<file path="src/rtl/approx_add_pipe_if.sv">
// ---------------------------------------------------------------------------
// approx_add_pipe_if
// Operand/result handshake bundle for the pipelined approximate adder.
//   in_valid / in_ready      : operand beat handshake (producer -> adder)
//   in_a, in_b               : WIDTH-bit operands
//   in_cin                   : carry-in
//   in_approx_en             : 1 = approximate LSB cells active for this beat
//   out_valid / out_ready    : result handshake (adder -> consumer)
//   out_sum, out_cout        : WIDTH-bit sum and carry-out
// The 'master' modport is the side that produces operands and consumes
// results; the 'slave' modport is the adder itself.
// ---------------------------------------------------------------------------
interface approx_add_pipe_if #(
   parameter int WIDTH = 16
) ();

   logic             in_valid;
   logic             in_ready;
   logic [WIDTH-1:0] in_a;
   logic [WIDTH-1:0] in_b;
   logic             in_cin;
   logic             in_approx_en;
   logic             out_valid;
   logic             out_ready;
   logic [WIDTH-1:0] out_sum;
   logic             out_cout;

   modport master (
      output in_valid, in_a, in_b, in_cin, in_approx_en, out_ready,
      input  in_ready, out_valid, out_sum, out_cout
   );

   modport slave (
      input  in_valid, in_a, in_b, in_cin, in_approx_en, out_ready,
      output in_ready, out_valid, out_sum, out_cout
   );

endinterface

</file>
<file path="src/rtl/approx_add_pipe.sv">
// ---------------------------------------------------------------------------
// approx_add_pipe
// Pipelined approximate adder. The N_APPROX least-significant bit cells may
// use the approximate cell (sum = a|b, cout = a&b, carry-in ignored) when the
// beat's approx_en is set; all other cells are exact full adders. The carry
// chain is split into CHUNK-bit stages, one register stage per chunk, so the
// latency is WIDTH/CHUNK cycles with one beat per cycle throughput.
//
// Ports:
//   clk      : clock, rising edge
//   rst      : synchronous active-high reset, clears every in-flight beat
//   bus      : approx_add_pipe_if.slave (operand and result handshakes)
//   err_clr  : clears err_cnt (wins over a same-cycle increment)
//   err_cnt  : 16-bit saturating count of results differing from exact sum
//
// Optional feature macro: APPROX_ADD_ERR_STAT_EN
//   defined   : an exact sum travels alongside each beat and err_cnt counts
//               delivered results that differ from it
//   undefined : no exact path, err_cnt is tied to 0 and err_clr is ignored
// ---------------------------------------------------------------------------
module approx_add_pipe #(
   parameter int WIDTH    = 16,
   parameter int N_APPROX = 4,
   parameter int CHUNK    = 4
) (
   input  logic             clk,
   input  logic             rst,
   approx_add_pipe_if.slave bus,
   input  logic             err_clr,
   output logic [15:0]      err_cnt
);

   localparam int STAGES = WIDTH / CHUNK;
   localparam int LAST   = STAGES - 1;

   logic [WIDTH-1:0] a_q       [STAGES];
   logic [WIDTH-1:0] b_q       [STAGES];
   logic [WIDTH-1:0] sum_q     [STAGES];
   logic             carry_q   [STAGES];
   logic             apx_q     [STAGES];
   logic             valid_q   [STAGES];

   logic [WIDTH-1:0] a_d       [STAGES];
   logic [WIDTH-1:0] b_d       [STAGES];
   logic [WIDTH-1:0] sum_d     [STAGES];
   logic             carry_d   [STAGES];
   logic             apx_d     [STAGES];
   logic             valid_d   [STAGES];
   logic [WIDTH-1:0] prevSum   [STAGES];
   logic             prevCarry [STAGES];
   logic [CHUNK:0]   chunkRes  [STAGES];

   logic adv;

   // Resolves one CHUNK-bit slice starting at bit 'base'. Returns {cout, sum}.
   // A cell is approximate only when the beat asks for it and the absolute
   // bit index lies inside the approximate LSB region.
   function automatic logic [CHUNK:0] addChunk(input logic [WIDTH-1:0] a,
                                               input logic [WIDTH-1:0] b,
                                               input logic             cin,
                                               input logic             apx,
                                               input int               base);
      logic [CHUNK-1:0] aS;
      logic [CHUNK-1:0] bS;
      logic [CHUNK-1:0] s;
      logic             c;
      aS = CHUNK'(a >> base);
      bS = CHUNK'(b >> base);
      s  = '0;
      c  = cin;
      for (int j = 0; j < CHUNK; j++) begin
         if (apx && (base + j < N_APPROX)) begin
            s[j] = aS[j] | bS[j];
            c    = aS[j] & bS[j];
         end else begin
            s[j] = aS[j] ^ bS[j] ^ c;
            c    = (aS[j] & bS[j]) | (c & (aS[j] ^ bS[j]));
         end
      end
      return {c, s};
   endfunction

   // The whole pipe moves together; it only stalls when a finished result is
   // sitting at the output and the consumer is not taking it.
   assign adv           = !valid_q[LAST] || bus.out_ready;
   assign bus.in_ready  = adv;
   assign bus.out_valid = valid_q[LAST];
   assign bus.out_sum   = sum_q[LAST];
   assign bus.out_cout  = carry_q[LAST];

   // Stage k takes its operands from the bus (k = 0) or from stage k-1 and
   // ORs its freshly resolved chunk into the partial sum it inherited.
   generate
      for (genvar k = 0; k < STAGES; k++) begin : gStage
         if (k == 0) begin : gHead
            assign a_d[k]       = bus.in_a;
            assign b_d[k]       = bus.in_b;
            assign apx_d[k]     = bus.in_approx_en;
            assign valid_d[k]   = bus.in_valid;
            assign prevSum[k]   = '0;
            assign prevCarry[k] = bus.in_cin;
         end else begin : gBody
            assign a_d[k]       = a_q[k-1];
            assign b_d[k]       = b_q[k-1];
            assign apx_d[k]     = apx_q[k-1];
            assign valid_d[k]   = valid_q[k-1];
            assign prevSum[k]   = sum_q[k-1];
            assign prevCarry[k] = carry_q[k-1];
         end
         assign chunkRes[k] = addChunk(a_d[k], b_d[k], prevCarry[k], apx_d[k], k * CHUNK);
         assign sum_d[k]    = prevSum[k] | (WIDTH'(chunkRes[k][CHUNK-1:0]) << (k * CHUNK));
         assign carry_d[k]  = chunkRes[k][CHUNK];
      end
   endgenerate

   // Stage registers. Stage 0 loads in_valid directly: since it only loads
   // when adv (= in_ready) is high, a bubble is captured whenever no beat is
   // accepted, and bubbles then ride through like ordinary beats.
   always_ff @(posedge clk) begin
      if (rst) begin
         for (int k = 0; k < STAGES; k++) begin
            valid_q[k] <= 1'b0;
            sum_q[k]   <= '0;
            carry_q[k] <= 1'b0;
            a_q[k]     <= '0;
            b_q[k]     <= '0;
            apx_q[k]   <= 1'b0;
         end
      end else if (adv) begin
         for (int k = 0; k < STAGES; k++) begin
            valid_q[k] <= valid_d[k];
            sum_q[k]   <= sum_d[k];
            carry_q[k] <= carry_d[k];
            a_q[k]     <= a_d[k];
            b_q[k]     <= b_d[k];
            apx_q[k]   <= apx_d[k];
         end
      end
   end

`ifdef APPROX_ADD_ERR_STAT_EN
   logic [WIDTH-1:0] exSum_q     [STAGES];
   logic             exCarry_q   [STAGES];
   logic [WIDTH-1:0] exSum_d     [STAGES];
   logic             exCarry_d   [STAGES];
   logic [WIDTH-1:0] prevExSum   [STAGES];
   logic             prevExCarry [STAGES];
   logic [CHUNK:0]   exRes       [STAGES];
   logic [15:0]      errCnt_q;
   logic             mismatch;

   // Shadow exact adder: same operands, every cell exact, real carry-in.
   generate
      for (genvar k = 0; k < STAGES; k++) begin : gExact
         if (k == 0) begin : gHead
            assign prevExSum[k]   = '0;
            assign prevExCarry[k] = bus.in_cin;
         end else begin : gBody
            assign prevExSum[k]   = exSum_q[k-1];
            assign prevExCarry[k] = exCarry_q[k-1];
         end
         assign exRes[k]     = addChunk(a_d[k], b_d[k], prevExCarry[k], 1'b0, k * CHUNK);
         assign exSum_d[k]   = prevExSum[k] | (WIDTH'(exRes[k][CHUNK-1:0]) << (k * CHUNK));
         assign exCarry_d[k] = exRes[k][CHUNK];
      end
   endgenerate

   // Exact-path registers advance in lockstep with the main pipeline.
   always_ff @(posedge clk) begin
      if (rst) begin
         for (int k = 0; k < STAGES; k++) begin
            exSum_q[k]   <= '0;
            exCarry_q[k] <= 1'b0;
         end
      end else if (adv) begin
         for (int k = 0; k < STAGES; k++) begin
            exSum_q[k]   <= exSum_d[k];
            exCarry_q[k] <= exCarry_d[k];
         end
      end
   end

   assign mismatch = {carry_q[LAST], sum_q[LAST]} != {exCarry_q[LAST], exSum_q[LAST]};

   // Mismatch counter: counts only delivered results, saturates at all-ones,
   // and a clear in the same cycle as an increment wins.
   always_ff @(posedge clk) begin
      if (rst) begin
         errCnt_q <= '0;
      end else if (err_clr) begin
         errCnt_q <= '0;
      end else if (valid_q[LAST] && bus.out_ready && mismatch && (errCnt_q != 16'hFFFF)) begin
         errCnt_q <= errCnt_q + 16'd1;
      end
   end

   assign err_cnt = errCnt_q;
`else
   // Statistics not built: the counter reads zero and the clear is a no-op.
   logic unusedErrClr;
   assign unusedErrClr = err_clr;
   assign err_cnt      = '0;
`endif

endmodule

</file>
<file path="src/flat_wrapper.sv">
// flat-port wrapper written by rule: the top's interface ports become plain ports
module approx_add_pipe_flat 
#(
   parameter int WIDTH    = 16,
   parameter int N_APPROX = 4,
   parameter int CHUNK    = 4
)
  (clk, rst, err_clr, err_cnt, bus_in_valid, bus_in_a, bus_in_b, bus_in_cin, bus_in_approx_en, bus_out_ready, bus_in_ready, bus_out_valid, bus_out_sum, bus_out_cout);
  approx_add_pipe_if #(.WIDTH(WIDTH)) bus_i ();
  input  logic clk;
  input  logic rst;
  input  logic err_clr;
  output logic [15:0] err_cnt;
  input wire logic [$bits(bus_i.in_valid)-1:0] bus_in_valid;
  input wire logic [$bits(bus_i.in_a)-1:0] bus_in_a;
  input wire logic [$bits(bus_i.in_b)-1:0] bus_in_b;
  input wire logic [$bits(bus_i.in_cin)-1:0] bus_in_cin;
  input wire logic [$bits(bus_i.in_approx_en)-1:0] bus_in_approx_en;
  input wire logic [$bits(bus_i.out_ready)-1:0] bus_out_ready;
  output wire logic [$bits(bus_i.in_ready)-1:0] bus_in_ready;
  output wire logic [$bits(bus_i.out_valid)-1:0] bus_out_valid;
  output wire logic [$bits(bus_i.out_sum)-1:0] bus_out_sum;
  output wire logic [$bits(bus_i.out_cout)-1:0] bus_out_cout;
  assign bus_i.in_valid = bus_in_valid;
  assign bus_i.in_a = bus_in_a;
  assign bus_i.in_b = bus_in_b;
  assign bus_i.in_cin = bus_in_cin;
  assign bus_i.in_approx_en = bus_in_approx_en;
  assign bus_i.out_ready = bus_out_ready;
  assign bus_in_ready = bus_i.in_ready;
  assign bus_out_valid = bus_i.out_valid;
  assign bus_out_sum = bus_i.out_sum;
  assign bus_out_cout = bus_i.out_cout;
  approx_add_pipe #(.WIDTH(WIDTH), .N_APPROX(N_APPROX), .CHUNK(CHUNK)) u_core (.clk(clk), .rst(rst), .bus(bus_i), .err_clr(err_clr), .err_cnt(err_cnt));
endmodule
</file>
<file path="config.mk">
export PLATFORM = sky130hd
export DESIGN_NAME = approx_add_pipe_flat
export DESIGN_NICKNAME = d
export VERILOG_FILES = /design/src/rtl/approx_add_pipe_if.sv /design/src/rtl/approx_add_pipe.sv /design/src/flat_wrapper.sv
export SDC_FILE = /design/constraint.sdc
export NUM_CORES = 1
export LEC_CHECK = 0
export ABC_AREA = 1
export CORE_MARGIN = 1.5
export CORE_UTILIZATION = 41
export DETAILED_ROUTE_END_ITERATION = 7
export GPL_TIMING_DRIVEN = 0
export REMOVE_ABC_BUFFERS = 1
export SLEW_MARGIN = 30
export SYNTH_ARGS = -nofsm -noshare
export SYNTH_HDL_FRONTEND = slang
export SYNTH_SLANG_ARGS = --single-unit
</file>
<file path="constraint.sdc">
create_clock -name clk -period 6.6 [get_ports clk]
set_clock_uncertainty 0.05 [all_clocks]
set_input_delay 0.99 -clock clk [delete_from_list [all_inputs] [get_ports clk]]
set_output_delay 0.99 -clock clk [all_outputs]
set_load 0.01 [all_outputs]
</file>
# Yosys cells after proc, flatten, opt, wreduce, memory -nomap -nowiden
# Memory sizes are Yosys's and may differ from the RTL's.
# Index checks and enable logic that the tools add are counted.
word_totals:
  register_bits: 0
  n_memories: 5
  ramBits: 200
  input_bits: 39
  wordCells: 147
mem_list:
  columns: ["name", "words", "word_bits", "read_ports", "rd_clocked_by_memory_dff", "wr", "line_no", "text"]
  rows:
  - ["u_core.a_q", 4, 16, 3, 0, 4, "approx_add_pipe.sv:36", "logic [WIDTH-1:0] a_q [STAGES];"]
  - ["u_core.b_q", 4, 16, 3, 0, 4, "approx_add_pipe.sv:37", "logic [WIDTH-1:0] b_q [STAGES];"]
  - ["u_core.sum_q", 4, 16, 4, 0, 4, "approx_add_pipe.sv:38", "logic [WIDTH-1:0] sum_q [STAGES];"]
  - ["u_core.carry_q", 4, 1, 4, 0, 4, "approx_add_pipe.sv:39", "logic carry_q [STAGES];"]
  - ["u_core.valid_q", 4, 1, 4, 0, 4, "approx_add_pipe.sv:41", "logic valid_q [STAGES];"]
op_classes:
  n_reduce_logical: 2
  bitwise: 107
  muxes: 33
ops:
  columns: ["operator", "count"]
  rows:
  - ["16-bit 2-to-1 mux", 12]
  - ["1-bit OR", 40]
  - ["1-bit AND", 32]
  - ["1-bit bitwise XOR", 32]
  - ["1-bit 2-to-1 mux", 21]
  - ["16-bit by 12-bit OR with 16-bit output", 1]
  - ["16-bit OR", 1]
  - ["16-bit by 8-bit OR with 16-bit output", 1]
  - ["1-bit zero test", 1]
  - ["1-bit logical OR", 1]

# Depth between registers and ports, before layout
logic_depth:
  ltp_word: 14
  depth_mapped: 12
  mapped_depth_nobuf: 12

# Worst setup path after synthesis
# No wires, ideal clock.
synth_timing:
  kind: "input port to flip-flop"
  start: "input rst"
  end: "memory u_core.a_q[0][10], enable pin"
  arrival_time_ps: 3177
  slack_ps: 2232
  path_stages: 2
  setup_time_ps: 1141
  path_cell_list: "inv_2 nand3_1"
synth_lines:
  columns: ["item", "line_no", "text"]
  rows:
  - ["start, declared", "flat_wrapper.sv:11", "input logic rst;"]
  - ["end, declared", "approx_add_pipe.sv:36", null]

==> run summary <==
Post-layout min period = 3840 ps
Leading area contributor after synthesis = edfxtp_1
CTS Buf Count = 9
GRT Overall Usage = 10.9%
Fin nets = 503
Max_cap viols = 0
Number of detailed-route iterations in the first pass = 4
Die area = 0.0116 sq mm
Synth top area share = 64.0%
Number of synthesized register bits = 96
Share of layout cells above drive strength 1 = 13.9%
Synth Instances = 382
Post-Syn Area = 0.00451 sq mm
Worst setup EP type = register
DP Wirelength = 3710 um
Vias post-DR = 2,371
Peak VDD IR = 0.0000854 V
Remaining global-route overflow = 0
Asr flop ratio synth = 0%
Layout area overhead = 19.0%
Crit-path max cell delay = 470 ps
N_diodes = 0
Number of synthesized flops with an enable pin = 96
Most used cell, CP = fa_1
Chip Height = 108 um
RSZ-0062 raised after global routing = no
Worst EP required = 6760 ps
Crit-path cells = clkdlybuf4s50_1, fa_1, or2_2, o21ai_0, fa_1, o21ai_0, fa_1, or2_2, o21ai_0, fa_1, nor2_1, nor2_1, nor2_1
Routed WL per cell = 9.85 um
Reg2Reg Capture Point = u_core.sum_q[1][7]
Clock Path Buffers = 2
Mean Syn Cell Area = 11.8 sq um
Synth warnings = 0
Die W = 108 um
Hold Crit Start = u_core.sum_q[2][10]
Slew Viols, Final = 0
Startpoint Class = input pin
Initial DRC count = 55
Remaining DRCs = 0
R2R cell count = 6
Largest cells by area after synthesis = edfxtp_1 64%, inv_1 9.3%, fa_1 7.1%
Via density = 4.05
H-Tree Level Count = 3
Routability congestion estimate from global placement = 0.700
Pleak = 0.00232 uW
Commonest cells post-synth = 112 x inv_1, 96 x edfxtp_1, 64 x nor2_1
Power density over cell area = 225 mW/mm^2
Critical-path maximum fanout = 3
Vias in the first global route = 2,276
First-pass GRT wire length = 9490 um
Worst setup path class = input pin to register
Final Cycle Share = 58.2%
Setup Viol. Count Final = 0
Status = finished, final reports clean
Top Ports = 74
Critical-path top delay cell = clkdlybuf4s50_1
Routed Antenna Nets = 0
# clock sinks = 96
Cell with the most instances after synthesis = inv_1
Worst-skew pair later-pin latency = 350 ps
Pin count of the biggest net entering global routing = 50
Clock transition at the registers of the reported paths = 90 ps
Distinct cell type count after synthesis = 16
Setup TNS Final = 0 ps
Cts-stage hold buffer count = 0
Final hold violations = 0
Hold Crit Class = register to register
Sink of the worst hold path = u_core.sum_q[3][10]
Postcts setup bufs = 0
Peak Freq = 261 MHz
Initial core utilization = 41.8%
FP Rows = 38
Flop2flop setup slack = 4080 ps
Sequential area share after synthesis = 64.0%
Initial antenna violation count = 0
Core area = 0.0108 sq mm
Pwr Total = 1210 uW
IO Port Bufs = 56
CTS tree = done
CTS Root Cell = clkbuf_8
PostCTS Resize Cnt = 0
Final wirelength = 5760 um
RR Startpoint = u_core.b_q[0][4]
Arr. time, crit path = 4000 ps
Ys flop type = edfxtp_1
Worst hold path depth = 2
==> power by group <==
part	switching [uW]	internal (uW)	total (uW)
Sequential	12.3	713	725
Clock	187	172	359
Combinational	65.1	60.5	126
==> area by class of cell <==
| type | instances | area (sq um) |
|---|---|---|
| Clock buffer | 11 | 131 |
| Clock inverter | 5 | 47.5 |
| Fill cell | 975 | 5430 |
| Inverter | 114 | 428 |
| Multi-Input combinational cell | 160 | 1070 |
| Sequential cell | 96 | 2880 |
| Tap cell | 140 | 175 |
| Timing Repair Buffer | 59 | 628 |
==> critical path, delay by kind of cell <==
family	cells	cell delay [ps]
adder cells (fa/ha/maj)	4	1420
AO/OA/AOI/OAI	3	300
AND/OR/NAND/NOR	5	820
buffers and inverters	1	470
==> how the worst max path moves through the flow <==
stage | start | endpoint | slack [ps] | cells past startpoint
floorplan | rst | u_core.a_q[0][10] | 2230 | 2
global placement | bus_out_ready | u_core.sum_q[0][0] | 450 | 3
detailed placement | bus_in_b[0] | u_core.sum_q[0][3] | 2380 | 13
CTS | bus_in_b[0] | u_core.sum_q[0][3] | 2760 | 13
global route | bus_in_b[0] | u_core.sum_q[0][3] | 2560 | 13
finish | bus_in_b[0] | u_core.sum_q[0][3] | 2760 | 13
==> sequential cells by signal, summed over array words and instances, names as in the netlist <==
signal and cells:
u_core.a_q 24, u_core.b_q 24, u_core.carry_q 4, u_core.valid_q 4, u_core.sum_q 40
==> metrics by stage <==
| step | hold WS, ps | setup slack (ps) | util, % | std cells | cell area [sq um] |
|---|---|---|---|---|---|
| 4_1_cts | 505 | 2760 | 49.7 | 585 | 5370 |
| 5_1_grt | 520 | 2560 | 49.7 | 585 | 5370 |
| 2_1_floorplan | 469 | 2230 | - | 370 | 4360 |
| 3_3_place_gp | 471 | 445 | 47.2 | 566 | 5090 |
| 3_5_place_dp | 484 | 2380 | 48.1 | 569 | 5190 |
| 6_report | 502 | 2760 | 49.7 | 585 | 5370 |
==> cells by family after synthesis <==
kind of cell             count (synthesis)  share of synthesized area [%]
AO/OA/AOI/OAI                            3                          0.333
other                                    1                         0.0832
AND/OR/NAND/NOR                        117                           12.2
adder cells (fa/ha/maj)                 24                           9.33
buffers and inverters                  141                           14.1
flip-flops                              96                           64.0
==> cells in the final DEF, fill, tap and decap left out <==
cell,count
buf_16,1
conb_1,16
inv_1,112
inv_2,2
clkinv_2,2
clkdlybuf4s50_1,56
buf_12,2
nand2_2,1
edfxtp_1,96
nor2_1,64
clkinv_1,2
nor2_2,40
clkbuf_8,9
clkbuf_1,2
bufinv_16,1
or2_2,2
nand3_4,1
nand2_1,8
fa_1,16
nand2_8,1
ha_1,8
o21ai_0,3
==> routing by layer <==
metal,vias up,global-route usage [%],wire (um),part of all wire [%]
met3,11,2.24,201,3.5
met2,49,20.2,3060,53
met4,0,7.71,168,2.9
met1,1102,10.7,2330,40
li1,1209,-,-,-
met5,-,0,0,0
Power figures use the tool's default switching activity.
